==> src/rtl/vga_controller.sv <==
// VGA timing generator: pixel-rate divider, h/v counters, sync pulses, visible-area flag, coordinates.
// Latency: syncs and frame_tick are registered from next-state counts, so they line up with x/y. No lag.
// Backpressure: none. The block is a free-running timing source.
//
// Ports:
//   clk        system clock; all logic runs on the rising edge
//   reset      synchronous, active-low reset (0 = reset)
//   hsync      horizontal sync, active low
//   vsync      vertical sync, active low
//   video_on   combinational flag: x and y both inside the visible area
//   p_tick     one-clk pulse per pixel, every CLK_DIV clks
//   frame_tick one-clk pulse on the (H_TOTAL-1, V_TOTAL-1) -> (0,0) wrap
//   x, y       current horizontal / vertical counts
module vga_controller #(
  parameter int H_DISPLAY = 640,
  parameter int H_FRONT   = 16,
  parameter int H_SYNC    = 96,
  parameter int H_BACK    = 48,
  parameter int V_DISPLAY = 480,
  parameter int V_FRONT   = 10,
  parameter int V_SYNC    = 2,
  parameter int V_BACK    = 33,
  parameter int CLK_DIV   = 4
) (
  input  logic       clk,
  input  logic       reset,
  output logic       hsync,
  output logic       vsync,
  output logic       video_on,
  output logic       p_tick,
  output logic       frame_tick,
  output logic [9:0] x,
  output logic [9:0] y
);

  localparam int H_TOTAL = H_DISPLAY + H_FRONT + H_SYNC + H_BACK;
  localparam int V_TOTAL = V_DISPLAY + V_FRONT + V_SYNC + V_BACK;
  localparam int DIV_W   = $clog2(CLK_DIV);

  localparam logic [9:0]       H_MAX    = 10'(H_TOTAL - 1);
  localparam logic [9:0]       V_MAX    = 10'(V_TOTAL - 1);
  localparam logic [9:0]       H_VIS    = 10'(H_DISPLAY);
  localparam logic [9:0]       V_VIS    = 10'(V_DISPLAY);
  localparam logic [9:0]       HS_START = 10'(H_DISPLAY + H_FRONT);
  localparam logic [9:0]       HS_END   = 10'(H_DISPLAY + H_FRONT + H_SYNC - 1);
  localparam logic [9:0]       VS_START = 10'(V_DISPLAY + V_FRONT);
  localparam logic [9:0]       VS_END   = 10'(V_DISPLAY + V_FRONT + V_SYNC - 1);
  localparam logic [DIV_W-1:0] DIV_MAX  = DIV_W'(CLK_DIV - 1);

  logic [DIV_W-1:0] div_cnt;
  logic [9:0]       x_next;
  logic [9:0]       y_next;
  logic             h_wrap;
  logic             frame_wrap;

  // CLK_DIV is a power of two, so the divider wraps by natural overflow.
  assign p_tick     = (div_cnt == DIV_MAX);
  assign h_wrap     = p_tick && (x == H_MAX);
  assign frame_wrap = h_wrap && (y == V_MAX);
  assign video_on   = (x < H_VIS) && (y < V_VIS);

  // Both counters step on the same pixel edge at the frame corner, so there is
  // never an intermediate (0, V_TOTAL) state.
  always_comb begin
    x_next = x;
    y_next = y;
    if (p_tick) begin
      if (x == H_MAX) begin
        x_next = '0;
        y_next = (y == V_MAX) ? 10'd0 : y + 10'd1;
      end else begin
        x_next = x + 10'd1;
      end
    end
  end

  always_ff @(posedge clk) begin
    if (!reset) begin
      div_cnt    <= '0;
      x          <= '0;
      y          <= '0;
      hsync      <= 1'b1;
      vsync      <= 1'b1;
      frame_tick <= 1'b0;
    end else begin
      div_cnt    <= div_cnt + 1'b1;
      x          <= x_next;
      y          <= y_next;
      // Decoding the next-state counts keeps the sync edges aligned with x/y.
      hsync      <= !((x_next >= HS_START) && (x_next <= HS_END));
      vsync      <= !((y_next >= VS_START) && (y_next <= VS_END));
      frame_tick <= frame_wrap;
    end
  end

endmodule

==> config.mk <==
export PLATFORM = sky130hd
export DESIGN_NAME = vga_controller
export DESIGN_NICKNAME = d
export VERILOG_FILES = /design/src/rtl/vga_controller.sv
export SDC_FILE = /design/constraint.sdc
export NUM_CORES = 1
export LEC_CHECK = 0
export ABC_AREA = 1
export BUFFER_PORTS_ARGS = -buffer_cell sky130_fd_sc_hd__buf_4
export CAP_MARGIN = 20
export CORE_ASPECT_RATIO = 0.75
export CORE_UTILIZATION = 30
export DETAILED_ROUTE_END_ITERATION = 10
export HOLD_SLACK_MARGIN = 0.08
export PLACE_DENSITY = 0.56
export SYNTH_ARGS = -nofsm -noshare
export SYNTH_HDL_FRONTEND = slang
export SYNTH_SLANG_ARGS = --single-unit
export TNS_END_PERCENT = 1
==> constraint.sdc <==
create_clock -name clk -period 2 [get_ports clk]
set_input_delay 0.2 -clock clk [delete_from_list [all_inputs] [get_ports clk]]
set_output_delay 0.2 -clock clk [all_outputs]
set_load 0.005 [all_outputs]
==> qor.yml, run 1 <==
clock_tree:
  clkLatencyLatePin_ns: 0.27
  post_cts_buffers: 0
  cts_tree: "yes"
  cts-root-buf: "clkbuf_8"
  hold_buffers: 0
  clock_sinks: 25
  clockBufferDepth: 2
  cts_max_level: 1
  clk_pin_slew_ns: 0.09
  cts_resized: 0
  cts_buffers: 3
power:
  switching_share_pct: 21.62
  powerDensity_mw_per_mm2: 489.0
  power_frac_comb_pct: 4.3
  p_int_uw: 661.8
  max-vdd-ir-drop_mv: 0.2109
  seqPwrFrac_pct: 59.9
  p_switching_uw: 182.6
  clock_power_share_pct: 35.8
  p_leak_uw: 0.0008224
job:
  drv_cap: 0
run_status:
  status: "completed"
worst_setup_path:
  crit_fanout: 11
  critPathMaxStageDelay_ns: 0.35
  reg2reg_to: "vsync"
  cp_top_family: "simple AND/OR/NAND/NOR gates"
  worst_r2r_path_depth: 10
  r2r_slack_ns: 0.21
  critPathArrivalTime_ns: 1.95
  path_cells: "ha_1, nand2_2, nor2_4, inv_2, nor2_4, nand3_1, nand2_1, nand2_1, nor2_1, nand3_1"
  cp_slowest_cell: "dfxtp_1"
  end_kind: "flip-flop"
  timing.critical_path.buf_inv: 1
  cp-start-kind: "flip-flop"
  crit_type: "flip-flop to flip-flop"
  timing.rr.start: "div_cnt[0]"
  required_ns: 2.16
global_route:
  busiest_layer: "met1"
  grt_overflow: 0
  grt_pass1_vias: 1129
  met2_usage_pct: 19.54
  met1_usage_pct: 22.46
  gr-usage-all-layers_pct: 14.61
  antenna_found_initial: 0
  grt_use_met3_pct: 3.664
  grt_pass1_wl_um: 5264
  grt_max_degree: 16
logic_synthesis:
  syn_avg_cell_area_um2: 6.655
  syn_inst: 204
  syn_nets: 210
  syn_area_mm2: 0.001358
  ys_ff_latch: 25
  synth_warnings: 0
  synth_area_leaders: "dfxtp_1 37%, nand2_1 14%, nor2_1 9.4%, inv_1 7.5%, nand3_1 7.0%"
  ys_seq_area_share_pct: 36.87
  netlist.area_leader.share_pct: 36.87
  yosysTopAreaCell: "dfxtp_1"
  synth_cell_type_count: 24
detailed_routing:
  ant_nets: 0
  routed_wire_length_per_instance_um: 11.16
  vias: 1377
  drtIter0Drc: 163
  viasPerCell: 4.636
  drt-total-wl_um: 3315
  dr.pass1.iters: 4
  drc: 0
floorplanning:
  die_area_mm2: 0.004801
  fp.coreArea_mm2: 0.004204
  io_pins: 27
  die_h_um: 60.26
  initial_utilization_pct: 32.29
  rows: 20
  die_w_um: 79.68
sta:
  fin_crit_sh_pct: 89.69
  setup_viol: 0
  rsz0062_at_grt: "false"
  fin_setup_tns_ns: 0
  hold_viol: 0
  relSlewSlack_pct: 65.23
  timing.fmax_ghz: 0.5575
  period_needed_ns: 1.794
  setup_ws_ns: 0.2063
  drv_slew: 0
  final.setup_skew_ns: 0.001893
  worstMarginPinSlew_ns: 0.5209
min_path:
  holdCritStartpoint: "reset"
  min_to: "div_cnt[1]"
  hold_class: "input port to flip-flop"
  min_path_cells: 3
layout:
  design_area_mm2: 0.001727
  layout.nets: 249
  mostFrequentLayoutCells: "50 x nand2_1, 36 x buf_4, 34 x nor2_1"
  diodes: 0
  drive_gt1_share_pct: 22.31
  final_common_cell: "nand2_1"
  area_delta_synth_final_pct: 27.19
  post-route-util_pct: 41.07
place:
  dp_slack_ns: 0.2003
  gp_congestion: 0.8375
  dp_hpwl_um: 2543
  placed_area_mm2: 0.001659
  io_buffers: 26
==> logic make-up after synthesis <==
family / after synthesis / share of synthesized area (%)
buffers and inverters: 32 / 9.401
flip-flops: 25 / 36.87
AO/OA/AOI/OAI: 13 / 5.530
adder cells (fa/ha/maj): 4 / 3.687
AND/OR/NAND/NOR: 128 / 43.23
XOR/XNOR: 2 / 1.291
==> layout make-up <==
cell class,instances,area [um2]
Fill cell,456,2477
Multi-Input combinational cell,147,729.5
Sequential cell,25,500.5
Timing Repair Buffer,36,270.3
Inverter,30,112.6
Tap cell,55,68.82
Clock buffer,4,45.04
==> sequential cells by signal (all words and copies together) (netlist names) <==
register / cells
x: 10
frame_tick: 1
y: 10
hsync: 1
vsync: 1
div_cnt: 2
==> metrics by stage <==
step / hold slack [ns] / instances / total power, uW
after floorplan: 0.2935 / 204 / 535.2
after global placement: 0.4058 / 290 / 554.4
after detailed placement: 0.4172 / 290 / 553.8
after CTS: 0.1437 / 294 / 859.4
after global routing: 0.1553 / 297 / 887.5
final: 0.1448 / 297 / 844.4
==> power groups by stage <==
| stage | registers [uW] | clock network (uW) | logic (uW) |
|---|---|---|---|
| after floorplan | 518 | 0 | 16.8 |
| final | 506 | 303 | 35.9 |
| after CTS | 506 | 317 | 36.4 |
| after detailed placement | 518 | 0 | 36.2 |
| after global routing | 507 | 340 | 40.8 |
| after global placement | 517 | 0 | 37.0 |
==> tightest hold or removal path: cells and delay by family <==
family,cells,cell delay [ns]
buf+inv,2,0.14
simple gates,1,0.04
==> per-layer routing <==
metal | up-vias | part of all wire, %
met5 | - | 0
met2 | 41 | 38
met4 | 0 | 0.87
met3 | 4 | 7.8
met1 | 611 | 53
li1 | 721 | -
==> worst max path at each step <==
stage               startpoint    end  slack (ns)  cells past startpoint
floorplan           div_cnt[0]  vsync        0.37                     11
global placement    div_cnt[0]  vsync        0.22                     10
detailed placement  div_cnt[0]  vsync        0.20                     10
CTS                 div_cnt[0]  vsync        0.18                     10
global route              x[0]  vsync        0.04                     12
finish              div_cnt[0]  vsync        0.21                     10
==> synthesized netlist by cell type <==
| cell type | count |
|---|---|
| nand3b_1 | 1 |
| nand3_2 | 2 |
| inv_2 | 3 |
| nand3_1 | 19 |
| dfxtp_1 | 25 |
| a21oi_1 | 7 |
| nor3b_1 | 1 |
| nand2_1 | 50 |
| o21ai_0 | 3 |
| o22ai_1 | 1 |
| clkbuf_1 | 1 |
| nor2_1 | 34 |
| buf_6 | 1 |
| inv_1 | 27 |
| o21bai_2 | 1 |
| nor3_1 | 4 |
| nor2_2 | 3 |
| nand2_2 | 3 |
| or2_1 | 1 |
| ha_1 | 4 |
| xnor2_1 | 2 |
| a211oi_1 | 1 |
| nor2_4 | 3 |
| nand4_1 | 7 |
(Power assumes the default switching activity.)
==> inputs of run 2 (changes only) <==
--- a/config.mk
+++ b/config.mk
@@ -7,12 +7,11 @@
 export LEC_CHECK = 0
 export ABC_AREA = 1
 export BUFFER_PORTS_ARGS = -buffer_cell sky130_fd_sc_hd__buf_4
-export CAP_MARGIN = 20
+export CAP_MARGIN = 0
 export CORE_ASPECT_RATIO = 0.75
 export CORE_UTILIZATION = 30
 export DETAILED_ROUTE_END_ITERATION = 10
 export HOLD_SLACK_MARGIN = 0.08
-export PLACE_DENSITY = 0.56
 export SYNTH_ARGS = -nofsm -noshare
 export SYNTH_HDL_FRONTEND = slang
 export SYNTH_SLANG_ARGS = --single-unit
==> qor.yml, run 2 (synthesis results as in run 1) <==
run_status:
  status: "completed"
power:
  p_switching_uw: 174.2
  p_leak_uw: 0.0007861
  max-vdd-ir-drop_mv: 0.2689
  power.total_uw: 833.3
  p_int_uw: 659.1
  switching_share_pct: 20.90
  seqPwrFrac_pct: 60.9
  power_frac_comb_pct: 3.8
  powerDensity_mw_per_mm2: 497.4
  clock_power_share_pct: 35.4
sta:
  final.setup_skew_ns: 0.001472
  period_needed_ns: 1.767
  setup_viol: 0
  fin_setup_tns_ns: 0
  hold_ws_ns: 0.1502
  relSlewSlack_pct: 63.29
  setup_ws_ns: 0.2327
  fin_crit_sh_pct: 88.36
  rsz0062_at_grt: "false"
  drv_slew: 0
  timing.fmax_ghz: 0.5658
  worstMarginPinSlew_ns: 0.5501
  hold_viol: 0
clock_tree:
  cts-root-buf: "clkbuf_8"
  clockBufferDepth: 2
  cts_tree: "yes"
  clk_pin_slew_ns: 0.08
  clkLatencyLatePin_ns: 0.26
  hold_buffers: 0
  clock_sinks: 25
  cts_max_level: 1
  cts_buffers: 3
detailed_routing:
  routed_wire_length_per_instance_um: 10.72
  drc: 0
  vias: 1307
  wl_met1_um: 1810
  drtIter0Drc: 96
  drt-total-wl_um: 3109
  ant_nets: 0
  wl_met3_um: 92
  dr.pass1.iters: 4
  viasPerCell: 4.507
  wl_met2_um: 1181
  highest_layer: "met4"
global_route:
  antenna_found_initial: 0
  grt_pass1_vias: 1101
  grt_max_degree: 16
  grt_overflow: 0
  gr-usage-all-layers_pct: 14.29
  grt_pass1_wl_um: 5271
layout:
  final_common_cell: "nand2_1"
  fillers: 470
  seq_area_um2: 501.7
  mostFrequentLayoutCells: "50 x nand2_1, 34 x nor2_1, 29 x buf_4"
  area_delta_synth_final_pct: 23.41
  drive_gt1_share_pct: 20.43
  diodes: 0
  layout.nets: 242
  multiInputGateArea_um2: 729.5
  largest_registers: "x: 10 flops, y: 10 flops, div_cnt: 2 flops"
worst_setup_path:
  critPathMaxStageDelay_ns: 0.38
  cp-start-kind: "flip-flop"
  required_ns: 2.21
  critPathArrivalTime_ns: 1.98
  crit_type: "flip-flop to flip-flop"
  path_common_cell: "nand2_1"
  crit_fanout: 5
  cp_slowest_cell: "dfxtp_1"
  end_kind: "flip-flop"
  path_cells: "ha_1, nand2_1, inv_1, nand2_1, nor2_4, nand2_1, buf_4, nor2_2, inv_1, nand2_1, inv_1, nand2_1, nor2_1, nand3_1"
place:
  dp_hpwl_um: 2425
  io_buffers: 26
  dp_slack_ns: 0.2368
  gp_congestion: 0.8003
floorplanning:
  rows: 20
  die_h_um: 60.26
  fp.coreArea_mm2: 0.004204
  initial_utilization_pct: 32.29
  io_pins: 27
  die_w_um: 79.68
  die_area_mm2: 0.004801
job:
  drv_cap: 0
min_path:
  hold_class: "input port to flip-flop"
==> run 2: cell count changes in the layout (fill, tap and decap cells not counted), sizes merged <==
cell  change
buf       -7
==> run 2: what timing repair did <==
item                       CTS  global route
setup endpoints to repair    0             1
resized for setup            0             1
buffers inserted             0             0
==> run 2: area by class of cell <==
class	instances	share of cell area [%]
Multi-Input combinational cell	147	43.54
Sequential cell	25	29.95
Timing Repair Buffer	29	12.99
Inverter	30	6.721
Tap cell	55	4.108
Clock buffer	4	2.689
==> run 2: worst paths after layout <==
path / slack [ns] / startpoint / cells after the start / to
worst min-delay path: 0.15 / reset / 3 / div_cnt[1]
worst max register to register: 0.23 / x[1] / 14 / vsync
worst max-delay path: 0.23 / x[1] / 14 / vsync
worst min register to register: 0.43 / div_cnt[0] / 1 / div_cnt[0]
==> run 2: metrics by stage <==
stage                     instance area [um2]  cells  utilization, %
after floorplan                          1358    204               -
after global placement                   1629    286           38.75
after detailed placement                 1629    286           38.75
after CTS                                1674    290           39.82
after global routing                     1675    290           39.85
final                                    1675    290           39.85
==> run 2: per-layer routing <==
layer	global-route usage [%]	vias to the layer above
li1	-	717
met1	22.47	567
met2	19.78	21
met3	2.748	2
met4	2.338	0
met5	0	-
==> run 2: critical path, delay by kind of cell, from the launching register on <==
kind,cells,cell delay (ns)
simple gates,9,0.77
buf+inv,4,0.39
flops,1,0.38
fa+ha+maj,1,0.18
==> run 2: power by group through the flow <==
| stage | logic (uW) | registers [uW] | clock network, uW |
|---|---|---|---|
| floorplan | 16.8 | 518 | 0 |
| global placement | 32.5 | 518 | 0 |
| detailed placement | 31.7 | 519 | 0 |
| CTS | 31.8 | 507 | 309 |
| global route | 35.7 | 508 | 326 |
| finish | 31.5 | 507 | 295 |
